--- src/rtl/mm_input_sequencer_pkg.sv ---
// Shared definitions for the mm_input_sequencer slice.
// - Default widths/depths used by the sequencer and its input FIFO.
// - Sequencer state encoding (3-bit, IDLE=0 .. DONE=4).
// - Helper that classifies the states supervised by the wait counter.
package mm_input_sequencer_pkg;

    localparam int DATA_W_DEF     = 8;
    localparam int FIFO_DEPTH_DEF = 4;
    localparam int TIMEOUT_DEF    = 1023;

    typedef enum logic [2:0] {
        ST_IDLE    = 3'd0,
        ST_LOAD    = 3'd1,
        ST_COMPUTE = 3'd2,
        ST_READ    = 3'd3,
        ST_DONE    = 3'd4
    } state_t;

    // States in which the sequencer waits on logic_top and the timeout runs.
    function automatic logic is_wait_state(input state_t st);
        return (st == ST_LOAD) || (st == ST_COMPUTE) || (st == ST_READ);
    endfunction

endpackage

--- src/rtl/mm_input_sequencer_sync_byte_fifo.sv ---
// sync_byte_fifo: small synchronous FIFO with a registered read port.
// Ports:
//   clk, rst       rising-edge clock, synchronous active-high reset (empties FIFO)
//   push, din      write request and data; accepted when not full or when a pop
//                  happens in the same cycle
//   pop            read request; ignored when empty
//   dout           registered head byte, updated only on an accepted pop, so it
//                  holds the last popped value otherwise
//   full, empty    occupancy flags
module sync_byte_fifo
    import mm_input_sequencer_pkg::*;
#(
    parameter int DATA_W     = DATA_W_DEF,
    parameter int FIFO_DEPTH = FIFO_DEPTH_DEF
) (
    input  logic              clk,
    input  logic              rst,
    input  logic              push,
    input  logic [DATA_W-1:0] din,
    input  logic              pop,
    output logic [DATA_W-1:0] dout,
    output logic              full,
    output logic              empty
);

    localparam int PTR_W = $clog2(FIFO_DEPTH);
    localparam int CNT_W = PTR_W + 1;
    localparam logic [PTR_W-1:0] PTR_ONE   = PTR_W'(1);
    localparam logic [CNT_W-1:0] CNT_ONE   = CNT_W'(1);
    localparam logic [CNT_W-1:0] CNT_ZERO  = {CNT_W{1'b0}};
    localparam logic [CNT_W-1:0] DEPTH_CNT = CNT_W'(FIFO_DEPTH);

    logic [DATA_W-1:0] mem_r [FIFO_DEPTH];
    logic [PTR_W-1:0]  wr_ptr_r;
    logic [PTR_W-1:0]  rd_ptr_r;
    logic [CNT_W-1:0]  count_r;
    logic [DATA_W-1:0] dout_r;
    logic              full_s;
    logic              empty_s;
    logic              pop_ok_s;
    logic              push_ok_s;

    assign full_s    = (count_r == DEPTH_CNT);
    assign empty_s   = (count_r == CNT_ZERO);
    assign pop_ok_s  = pop && !empty_s;
    // A pop in the same cycle frees the slot, so a full FIFO can still take a byte.
    assign push_ok_s = push && (!full_s || pop_ok_s);

    // Storage array write port.
    always_ff @(posedge clk) begin
        if (rst) begin
            for (int i = 0; i < FIFO_DEPTH; i++) begin
                mem_r[i] <= {DATA_W{1'b0}};
            end
        end else if (push_ok_s) begin
            mem_r[wr_ptr_r] <= din;
        end
    end

    // Pointers (wrap naturally, depth is a power of two), occupancy and read register.
    always_ff @(posedge clk) begin
        if (rst) begin
            wr_ptr_r <= {PTR_W{1'b0}};
            rd_ptr_r <= {PTR_W{1'b0}};
            count_r  <= CNT_ZERO;
            dout_r   <= {DATA_W{1'b0}};
        end else begin
            if (push_ok_s) begin
                wr_ptr_r <= wr_ptr_r + PTR_ONE;
            end
            if (pop_ok_s) begin
                rd_ptr_r <= rd_ptr_r + PTR_ONE;
                dout_r   <= mem_r[rd_ptr_r];
            end
            case ({push_ok_s, pop_ok_s})
                2'b10:   count_r <= count_r + CNT_ONE;
                2'b01:   count_r <= count_r - CNT_ONE;
                default: count_r <= count_r;
            endcase
        end
    end

    assign dout  = dout_r;
    assign full  = full_s;
    assign empty = empty_s;

endmodule

--- src/rtl/mm_input_sequencer.sv ---
// mm_input_sequencer: upstream control stage for logic_top.
// Buffers a host byte stream in a small FIFO, then for each frame started by the
// host: streams bytes to logic_top (LOAD) until xload_done, holds ALU_en until
// ALU_done (COMPUTE), selects the result SRAM until ry (READ), and pulses
// frame_done (DONE). A wait counter aborts any stalled wait state after TIMEOUT
// cycles and raises the sticky timeout_err.
// Ports:
//   clk, rst                      rising-edge clock, synchronous active-high reset
//   start                         host frame request (only honoured in IDLE)
//   in_data, in_valid, in_ready   host byte stream, transfer on in_valid & in_ready
//   xload_done, ALU_done, ry      progress handshakes from logic_top
//   input_load_en, valid_input,
//   X_load, ALU_en, cs_n          registered controls to logic_top
//   busy, frame_done, timeout_err registered host status
// All registered outputs are computed from the next state, so they change on the
// same edge as the state they belong to, one cycle after the causing input.
module mm_input_sequencer
    import mm_input_sequencer_pkg::*;
#(
    parameter int DATA_W     = DATA_W_DEF,
    parameter int FIFO_DEPTH = FIFO_DEPTH_DEF,
    parameter int TIMEOUT    = TIMEOUT_DEF
) (
    input  logic              clk,
    input  logic              rst,
    input  logic              start,
    input  logic [DATA_W-1:0] in_data,
    input  logic              in_valid,
    output logic              in_ready,
    input  logic              xload_done,
    input  logic              ALU_done,
    input  logic              ry,
    output logic              input_load_en,
    output logic              valid_input,
    output logic [DATA_W-1:0] X_load,
    output logic              ALU_en,
    output logic              cs_n,
    output logic              busy,
    output logic              frame_done,
    output logic              timeout_err
);

    localparam int CNT_W = $clog2(TIMEOUT + 1);
    localparam logic [CNT_W-1:0] CNT_ZERO = {CNT_W{1'b0}};
    localparam logic [CNT_W-1:0] CNT_ONE  = CNT_W'(1);
    // The abort fires on the cycle whose increment would make the count reach TIMEOUT,
    // so a wait state lasts at most TIMEOUT cycles.
    localparam logic [CNT_W-1:0] CNT_LAST = CNT_W'(TIMEOUT - 1);

    state_t            state_r;
    state_t            next_state_s;
    logic [CNT_W-1:0]  wait_cnt_r;
    logic [CNT_W-1:0]  wait_cnt_next_s;
    logic              wait_expired_s;
    logic              pop_s;
    logic              abort_s;
    logic              clr_err_s;
    logic              fifo_full_s;
    logic              fifo_empty_s;

    logic              input_load_en_r;
    logic              valid_input_r;
    logic              alu_en_r;
    logic              cs_n_r;
    logic              busy_r;
    logic              frame_done_r;
    logic              timeout_err_r;

    sync_byte_fifo #(
        .DATA_W     (DATA_W),
        .FIFO_DEPTH (FIFO_DEPTH)
    ) u_fifo (
        .clk   (clk),
        .rst   (rst),
        .push  (in_valid),
        .din   (in_data),
        .pop   (pop_s),
        .dout  (X_load),
        .full  (fifo_full_s),
        .empty (fifo_empty_s)
    );

    assign in_ready       = !fifo_full_s || pop_s;
    assign wait_expired_s = (wait_cnt_r == CNT_LAST);

    // Next-state, FIFO pop and error set/clear decisions.
    always_comb begin
        next_state_s = state_r;
        pop_s        = 1'b0;
        abort_s      = 1'b0;
        clr_err_s    = 1'b0;
        case (state_r)
            ST_IDLE: begin
                if (start) begin
                    next_state_s = ST_LOAD;
                    clr_err_s    = 1'b1;
                end else begin
                    next_state_s = ST_IDLE;
                end
            end
            ST_LOAD: begin
                // A byte popped in the same cycle as xload_done is still presented;
                // anything left in the FIFO waits for the next frame.
                pop_s = !fifo_empty_s;
                if (xload_done) begin
                    next_state_s = ST_COMPUTE;
                end else if (!pop_s && wait_expired_s) begin
                    next_state_s = ST_IDLE;
                    abort_s      = 1'b1;
                end else begin
                    next_state_s = ST_LOAD;
                end
            end
            ST_COMPUTE: begin
                if (ALU_done) begin
                    next_state_s = ST_READ;
                end else if (wait_expired_s) begin
                    next_state_s = ST_IDLE;
                    abort_s      = 1'b1;
                end else begin
                    next_state_s = ST_COMPUTE;
                end
            end
            ST_READ: begin
                if (ry) begin
                    next_state_s = ST_DONE;
                end else if (wait_expired_s) begin
                    next_state_s = ST_IDLE;
                    abort_s      = 1'b1;
                end else begin
                    next_state_s = ST_READ;
                end
            end
            ST_DONE: begin
                next_state_s = ST_IDLE;
            end
            default: begin
                next_state_s = ST_IDLE;
            end
        endcase
    end

    // Wait counter: restarts on state entry and on every byte moved in LOAD.
    always_comb begin
        if (next_state_s != state_r) begin
            wait_cnt_next_s = CNT_ZERO;
        end else if (pop_s) begin
            wait_cnt_next_s = CNT_ZERO;
        end else if (is_wait_state(state_r)) begin
            wait_cnt_next_s = wait_cnt_r + CNT_ONE;
        end else begin
            wait_cnt_next_s = CNT_ZERO;
        end
    end

    // State, wait counter and registered outputs.
    always_ff @(posedge clk) begin
        if (rst) begin
            state_r         <= ST_IDLE;
            wait_cnt_r      <= CNT_ZERO;
            input_load_en_r <= 1'b0;
            valid_input_r   <= 1'b0;
            alu_en_r        <= 1'b0;
            cs_n_r          <= 1'b1;
            busy_r          <= 1'b0;
            frame_done_r    <= 1'b0;
            timeout_err_r   <= 1'b0;
        end else begin
            state_r         <= next_state_s;
            wait_cnt_r      <= wait_cnt_next_s;
            input_load_en_r <= (next_state_s == ST_LOAD);
            valid_input_r   <= pop_s;
            alu_en_r        <= (next_state_s == ST_COMPUTE);
            cs_n_r          <= (next_state_s != ST_READ);
            busy_r          <= (next_state_s != ST_IDLE);
            frame_done_r    <= (next_state_s == ST_DONE);
            if (abort_s) begin
                timeout_err_r <= 1'b1;
            end else if (clr_err_s) begin
                timeout_err_r <= 1'b0;
            end
        end
    end

    assign input_load_en = input_load_en_r;
    assign valid_input   = valid_input_r;
    assign ALU_en        = alu_en_r;
    assign cs_n          = cs_n_r;
    assign busy          = busy_r;
    assign frame_done    = frame_done_r;
    assign timeout_err   = timeout_err_r;

endmodule

--- config.mk ---
export PLATFORM = sky130hd
export DESIGN_NAME = mm_input_sequencer
export DESIGN_NICKNAME = d
export VERILOG_FILES = /design/src/rtl/mm_input_sequencer_pkg.sv /design/src/rtl/mm_input_sequencer_sync_byte_fifo.sv /design/src/rtl/mm_input_sequencer.sv
export SDC_FILE = /design/constraint.sdc
export NUM_CORES = 1
export LEC_CHECK = 0
export ABC_AREA = 1
export CORE_MARGIN = 2
export CORE_UTILIZATION = 45
export DETAILED_ROUTE_END_ITERATION = 10
export GPL_TIMING_DRIVEN = 0
export PLACE_DENSITY = 0.66
export SLEW_MARGIN = 15
export SYNTH_ARGS = -nofsm -noshare
export SYNTH_HDL_FRONTEND = slang
export SYNTH_SLANG_ARGS = --single-unit
--- constraint.sdc ---
create_clock -name clk -period 2.9 [get_ports clk]
set_clock_uncertainty 0.1 [all_clocks]
set_input_delay 0.435 -clock clk [delete_from_list [all_inputs] [get_ports clk]]
set_output_delay 0.435 -clock clk [all_outputs]
set_load 0.01 [all_outputs]
# Yosys cells after proc, flatten, opt, wreduce, memory -nomap -nowiden

Memories as Yosys holds them, arrays and structs flattened. A register that Yosys moved wholly into a read port is not among the register bits.
Index checks and enable logic that the tools add are counted.

$add $sub $neg: 5
Multipliers: 0
Div/mod/pow operators: 0
Order comparisons: 0
Equality and inequality tests: 12
Shifts and indexed selects: 0
Muxes and demuxes: 28
Bitwise logic cells: 1
Reduce and logical (&&, ||, !) cells: 16

Operator list:

| cell                  | number |
|---|---|
| $mux 1                | 18 |
| $pmux 3 s4            | 1 |
| $add 10x1->10 const B | 1 |
| $eq 10x10->1 const B  | 1 |
| $mux 2                | 5 |
| $eq 3x2->1 const B    | 3 |
| $mux 8                | 1 |
| $reduce_or 8->1       | 1 |
| $eq 3x1->1 const B    | 2 |
| $eq 3x3->1 const B    | 2 |
| $logic_not 3->1       | 2 |
| $pmux 3 s2            | 1 |
| $add 2x1->2 const B   | 2 |
| $logic_or 1x1->1      | 4 |
| $reduce_bool 2->1     | 2 |
| $reduce_or 4->1       | 1 |
| $add 3x1->3 const B   | 1 |
| $logic_and 1x1->1     | 3 |
| $mux 3                | 1 |
| $ne 3x2->1 const B    | 1 |
| $ne 3x3->1            | 1 |
| $pmux 1 s3            | 1 |
| $reduce_bool 3->1     | 1 |
| $sub 3x1->3 const B   | 1 |
| 4 further kinds       | 5 |

Register bits: 27
Bits in latches: 0
Memory bits (writable): 32
Memory bits (read-only): 0
Input bits: 15
Output and inout port bits: 16
Memories kept: 1

Memory list:

| name         | depth | bits a word | read ports | clocked after memory_dff | wr ports | line                                    | source |
|---|---|---|---|---|---|---|---|
| u_fifo.mem_r | 4     | 8           | 1          | 1                        | 4        | mm_input_sequencer_sync_byte_fifo.sv:33 | `logic [DATA_W-1:0] mem_r [FIFO_DEPTH];` |

# Depth between registers and ports, before layout

Depth in word-level cells: 11
Mapped depth: 13
Gate-level depth less buffers: 12

# By module

A second synthesis with hierarchy kept.

Cell total of the unflattened synthesis: 340
Area, all modules: 3060.4 µm²

By module, submodules not included:

| module             | instances | cells an instance | area an instance (µm²) | sequential area each (µm²) |
|---|---|---|---|---|
| sync_byte_fifo     | 1         | 222               | 2168.3                 | 1261.2 |
| mm_input_sequencer | 1         | 118               | 892.1                  | 400.4 |

# Worst setup path before layout

No wires, ideal clock.

Kind: reg2reg
From: register state_r[1]
To: register u_fifo.count_r[2]
Arrival time: 1925 ps
Slack: 753 ps
Cell stages (with the launch flop): 14
Cells stage by stage: dfxtp_1 nor2_2 nand2_4 inv_2 nand2_2 inv_2 buf_4 ha_1 inv_1 fa_1 a21oi_1 o21ai_0 o21ai_0 a21oi_1

Longest elaborated chain between the ends: 7
Elaborated cells between the ends (all ways): 9

Ends and longest elaborated chain:

| what                                            | line                                    | source |
|---|---|---|
| from (decl)                                     | mm_input_sequencer.sv:50                | `state_t state_r;` |
| from (signal assigned)                          | mm_input_sequencer.sv:169               | `state_r <= next_state_s;` |
| $eq 3x1->1 (*)                                  | mm_input_sequencer.sv:92                | `case (state_r)` |
| $mux 1 (*)                                      | mm_input_sequencer.sv:92                |  |
| via pop_s                                       | mm_input_sequencer.sv:55                | `logic pop_s;` |
| $logic_and 1x1->1 (*)                           | mm_input_sequencer_sync_byte_fifo.sv:45 | `assign pop_ok_s = pop && !empty_s;` |
| $logic_or 1x1->1                                | mm_input_sequencer_sync_byte_fifo.sv:47 | `assign push_ok_s = push && (!full_s \|\| pop_ok_s);` |
| $logic_and 1x1->1                               | mm_input_sequencer_sync_byte_fifo.sv:47 |  |
| $eq 2x1->1 or $eq 2x2->1 (tied branches)        | mm_input_sequencer_sync_byte_fifo.sv:75 | `case ({push_ok_s, pop_ok_s})` |
| $pmux 3 s2 or $reduce_bool 2->1 (tied branches) | -                                       |  |
| to (signal assigned)                            | mm_input_sequencer_sync_byte_fifo.sv:76 | `2'b10: count_r <= count_r + CNT_ONE;` |
| to (signal assigned)                            | mm_input_sequencer_sync_byte_fifo.sv:77 | `2'b01: count_r <= count_r - CNT_ONE;` |
| to (signal assigned)                            | mm_input_sequencer_sync_byte_fifo.sv:78 | `default: count_r <= count_r;` |
| to (decl)                                       | mm_input_sequencer_sync_byte_fifo.sv:36 | `logic [CNT_W-1:0] count_r;` |

Mark *: on every way through the listed nets, which the timed path passes. The rest lies on a longest branch.
A chain may end at the register's enable or synchronous reset.

# Worst setup path after layout

Same ends and word-level chain as after synthesis.

==> results.txt <==
The flow ran to the end, and the final reports show no timing, DRC or antenna violations. The via count of the routed design is 2149. The clock latency of the later-clocked register in the worst-skew pair is 0.33 ns.

The peak fanout along the critical path is 10. The leading register cell type out of synthesis is sky130_fd_sc_hd__dfxtp_1. The worst register-to-register path ends at u_fifo.count_r[2]. The count of input and output buffers came out at 29. The final hold violation count is 0. The number of buffers inserted during clock tree synthesis came out at 9. The top achievable clock speed came out at 418.4 MHz. The clock tree from TritonCTS is yes.

The internal reg-to-reg setup slack is 0.51 ns. The number of max-slew violations in the final report came to 0. The number of setup buffers added after CTS came out at 0. The final worst setup slack is 0.5101 ns. The final critical-path share of the clock period is 82.41%.

During I/O placement, the number of pins put on the boundary was 31. The number of antenna violations at the first check in global routing came out at 0. The longest clock path from root to sink contains 2 buffers. Cells with a size suffix above 1 make up 8.311% of the layout.

The number of global-route vias before repair came to 2097. The pre-antenna-repair detailed-routing pass consisted of 4 iterations. The count of hold-fix buffers inserted at cts is 0. The arrival time of data at the critical path endpoint came out at 2.51 ns.

STA classifies the critical path startpoint as a flop. The headroom to the max-slew limit is 27.23%. Measured along the x axis, the die boundary spans 84.32 um. The portion of synthesized cell area occupied by the leading cell type came out at 33.10%. Across the run, the number of max-cap violations was 0. The number of endpoints failing setup at the final stage is 0.

Adding up every negative setup slack in the final design gives 0 ns. The initial utilization of the core area, before any placement, comes to 46.24%. The DRC marker count from the first detailed-route iteration came out at 87. The detailed-route vias per instance came out at 4.776. The synthesized area divided by synthesized cell count came out at 8.850 um^2.

The kind of path behind the tightest hold check is in -> reg. The floorplan step defined a die boundary enclosing 7109 um^2. At the pin with the least slew margin, the transition time is 1.080 ns.

The total track usage is 16.58%. After synthesis, flip-flops and latches occupy 57.24% of the total area. The number of nets produced by synthesis is 347.

The average wire per cell in the routed design came out at 12.25 um. The core region is 6277 um^2. The post-detailed-route count of antenna-violating nets came out at 0. The gate count after technology mapping is 328. After detailed routing, the total wire length is 5.513 mm.

The number of nets in the layout came out at 387. The synthesized netlist occupies a cell area of 2903 um^2. The hold-critical path depth came out at 2. Yosys instantiated no cell more often than sky130_fd_sc_hd__nor2_1. IR analysis of the VDD net gives a maximum drop of 0.4542 mV. The number of inserted filler cells in the final layout came out at 564. The largest total area in the synthesized netlist belongs to sky130_fd_sc_hd__edfxtp_1.

The number of sinks driven by the clock tree came out at 67. The share of async-settable or async-resettable flops after synthesis is 0%. The routability congestion estimate from global placement is 0.7911. In this run the critical register-to-register path is launched from state_r[1]. The relative area change from synthesis to final layout is 22.28%. Ranked by instance count, the synthesized netlist is headed by sky130_fd_sc_hd__nor2_1, sky130_fd_sc_hd__inv_1, sky130_fd_sc_hd__dfxtp_1, sky130_fd_sc_hd__o21ai_0, sky130_fd_sc_hd__edfxtp_1. Ranked by total cell area, the synthesized netlist is headed by sky130_fd_sc_hd__edfxtp_1, sky130_fd_sc_hd__dfxtp_1, sky130_fd_sc_hd__nor2_1, sky130_fd_sc_hd__o21ai_0, sky130_fd_sc_hd__inv_1. The worst reg2reg path depth came out at 13.

The post-CTS resize count came out at 0. The die is 84.32 um tall. The H-tree was split into 3 levels. The worst hold path endpoint is state_r[0]. Entering global routing, the biggest net connects 12 pins. The area used by sequential logic in the layout came out at 1662 um^2.

The synthesis-stage register bit count is 67. Setup repair after global routing left no endpoint under its margin. The clock-pin slew reported for the worst setup and hold paths after clock tree synthesis came out at 0.07 ns. After detailed routing, the number of remaining DRC violations is 0. The worst hold slack is 0.3476 ns. The pre-CTS worst setup slack is 0.3119 ns. The floorplan row count is 29. The count of distinct cell types in the synthesized netlist is 31. The startpoint identified for the worst hold timing path is rst.

The leakage power figure came out at 1.368 nW. The total inserted antenna cells came out at 0. The final core utilization is 56.55%. The cell at the root of the clock tree is sky130_fd_sc_hd__clkbuf_8.

The worst setup path is captured at a flop. The first-pass GRT wire length came out at 9.356 mm. The multi-input gate area in the final layout is 1047 um^2. For this design the ratio of total power to cell area is 670.1 nW/um^2.

Counting I/O delays and the setup requirement, the final critical path takes 2.390 ns. The detailed-placement wirelength estimate is 4.095 mm. The required time of the worst setup path came out at 3.02 ns.

The path type of the worst setup path is reg -> reg. The number of warning messages in the yosys log came out at 0. The number of enable flip-flop cells after synthesis came out at 32. The overall overflow remaining after global route came out at 0.
worst max path at each step:
stage	from	endpoint	slack, ns	depth (start not counted)
after global routing	state_r[1]	u_fifo.count_r[2]	0.30	13
after CTS	state_r[1]	u_fifo.mem_r[3][2]	0.49	5
after global placement	in_valid	u_fifo.mem_r[3][4]	0.36	3
final	state_r[1]	u_fifo.count_r[2]	0.51	13
after detailed placement	in_valid	u_fifo.mem_r[3][6]	0.31	3
after floorplan	state_r[1]	u_fifo.count_r[2]	0.75	13
sequential cells by signal, summed over array words and instances, names as in the netlist:
| register | count |
|---|---|
| u_fifo.rd_ptr_r | 2 |
| busy | 1 |
| u_fifo.count_r | 3 |
| ALU_en | 1 |
| u_fifo.wr_ptr_r | 2 |
| frame_done | 1 |
| wait_cnt_r | 10 |
| u_fifo.mem_r | 32 |
| input_load_en | 1 |
| u_fifo.dout | 8 |
| state_r | 3 |
| valid_input | 1 |
| cs_n | 1 |
| timeout_err | 1 |
cell type report:
type	instances	share of cell area, %
well taps	77	2.714
inverters	43	4.547
clock buffers	10	3.595
flip-flops and latches	67	46.81
plain buffers	8	1.057
clock inverters	6	3.595
repair buffers	29	8.178
multi-input cells	210	29.50
metrics by stage:
step                      instances  cell area, um^2  power (mW)
after floorplan                 328             2903       1.302
after global placement          434             3289       1.410
after detailed placement        434             3289       1.418
after CTS                       450             3545       2.404
after global routing            450             3550       2.487
final                           450             3550       2.379
power breakdown:
group | total (mW) | internal, mW | switching (mW)
logic | 0.304 | 0.118 | 0.185
clock network | 0.981 | 0.653 | 0.328
registers | 1.09 | 1.06 | 0.0321
total | 2.38 | 1.83 | 0.545
cell usage in the layout (no fill, tap or decap), types with 5 or more instances in the layout:
master                             n
sky130_fd_sc_hd__nand3_1           9
sky130_fd_sc_hd__dfxtp_1          35
sky130_fd_sc_hd__a21oi_1           9
sky130_fd_sc_hd__edfxtp_1         32
sky130_fd_sc_hd__clkbuf_8          9
sky130_fd_sc_hd__clkinv_1          5
sky130_fd_sc_hd__inv_1            38
sky130_fd_sc_hd__clkdlybuf4s50_1  29
sky130_fd_sc_hd__nor2_1           92
sky130_fd_sc_hd__o21ai_0          34
sky130_fd_sc_hd__nand2_1          26
sky130_fd_sc_hd__a31oi_1           9
sky130_fd_sc_hd__xnor2_1           6
critical path, cell delays in order (launching register included):
cell,delay [ns]
sky130_fd_sc_hd__dfxtp_1,0.36
sky130_fd_sc_hd__nor2_2,0.19
sky130_fd_sc_hd__nand2_4,0.10
sky130_fd_sc_hd__inv_2,0.06
sky130_fd_sc_hd__nand2_2,0.06
sky130_fd_sc_hd__inv_2,0.14
sky130_fd_sc_hd__buf_4,0.19
sky130_fd_sc_hd__ha_1,0.15
sky130_fd_sc_hd__inv_1,0.07
sky130_fd_sc_hd__fa_1,0.38
sky130_fd_sc_hd__a21oi_1,0.15
sky130_fd_sc_hd__o21ai_0,0.11
sky130_fd_sc_hd__o21ai_0,0.16
sky130_fd_sc_hd__a21oi_1,0.05
kinds of logic (layout without fill, tap and decap cells):
family                   count (synthesis)  after routing  synth area share [%]
AO/OA/AOI/OAI                           56             56                 10.26
XOR/XNOR                                 8              8                 2.414
adder cells (fa/ha/maj)                  4              4                 1.983
buffers and inverters                   51             96                 6.853
flip-flops                              67             67                 57.24
AND/OR/NAND/NOR                        142            142                 21.25
layer usage:
metal / GRT usage [%] / vias to the layer above / wire (um)
met4: 9.824 / 0 / 156
met3: 3.540 / 14 / 191
met5: 0 / - / 0
met1: 19.84 / 951 / 2503
li1: - / 1144 / -
met2: 27.49 / 40 / 2662
Power figures use the tool's default switching activity.
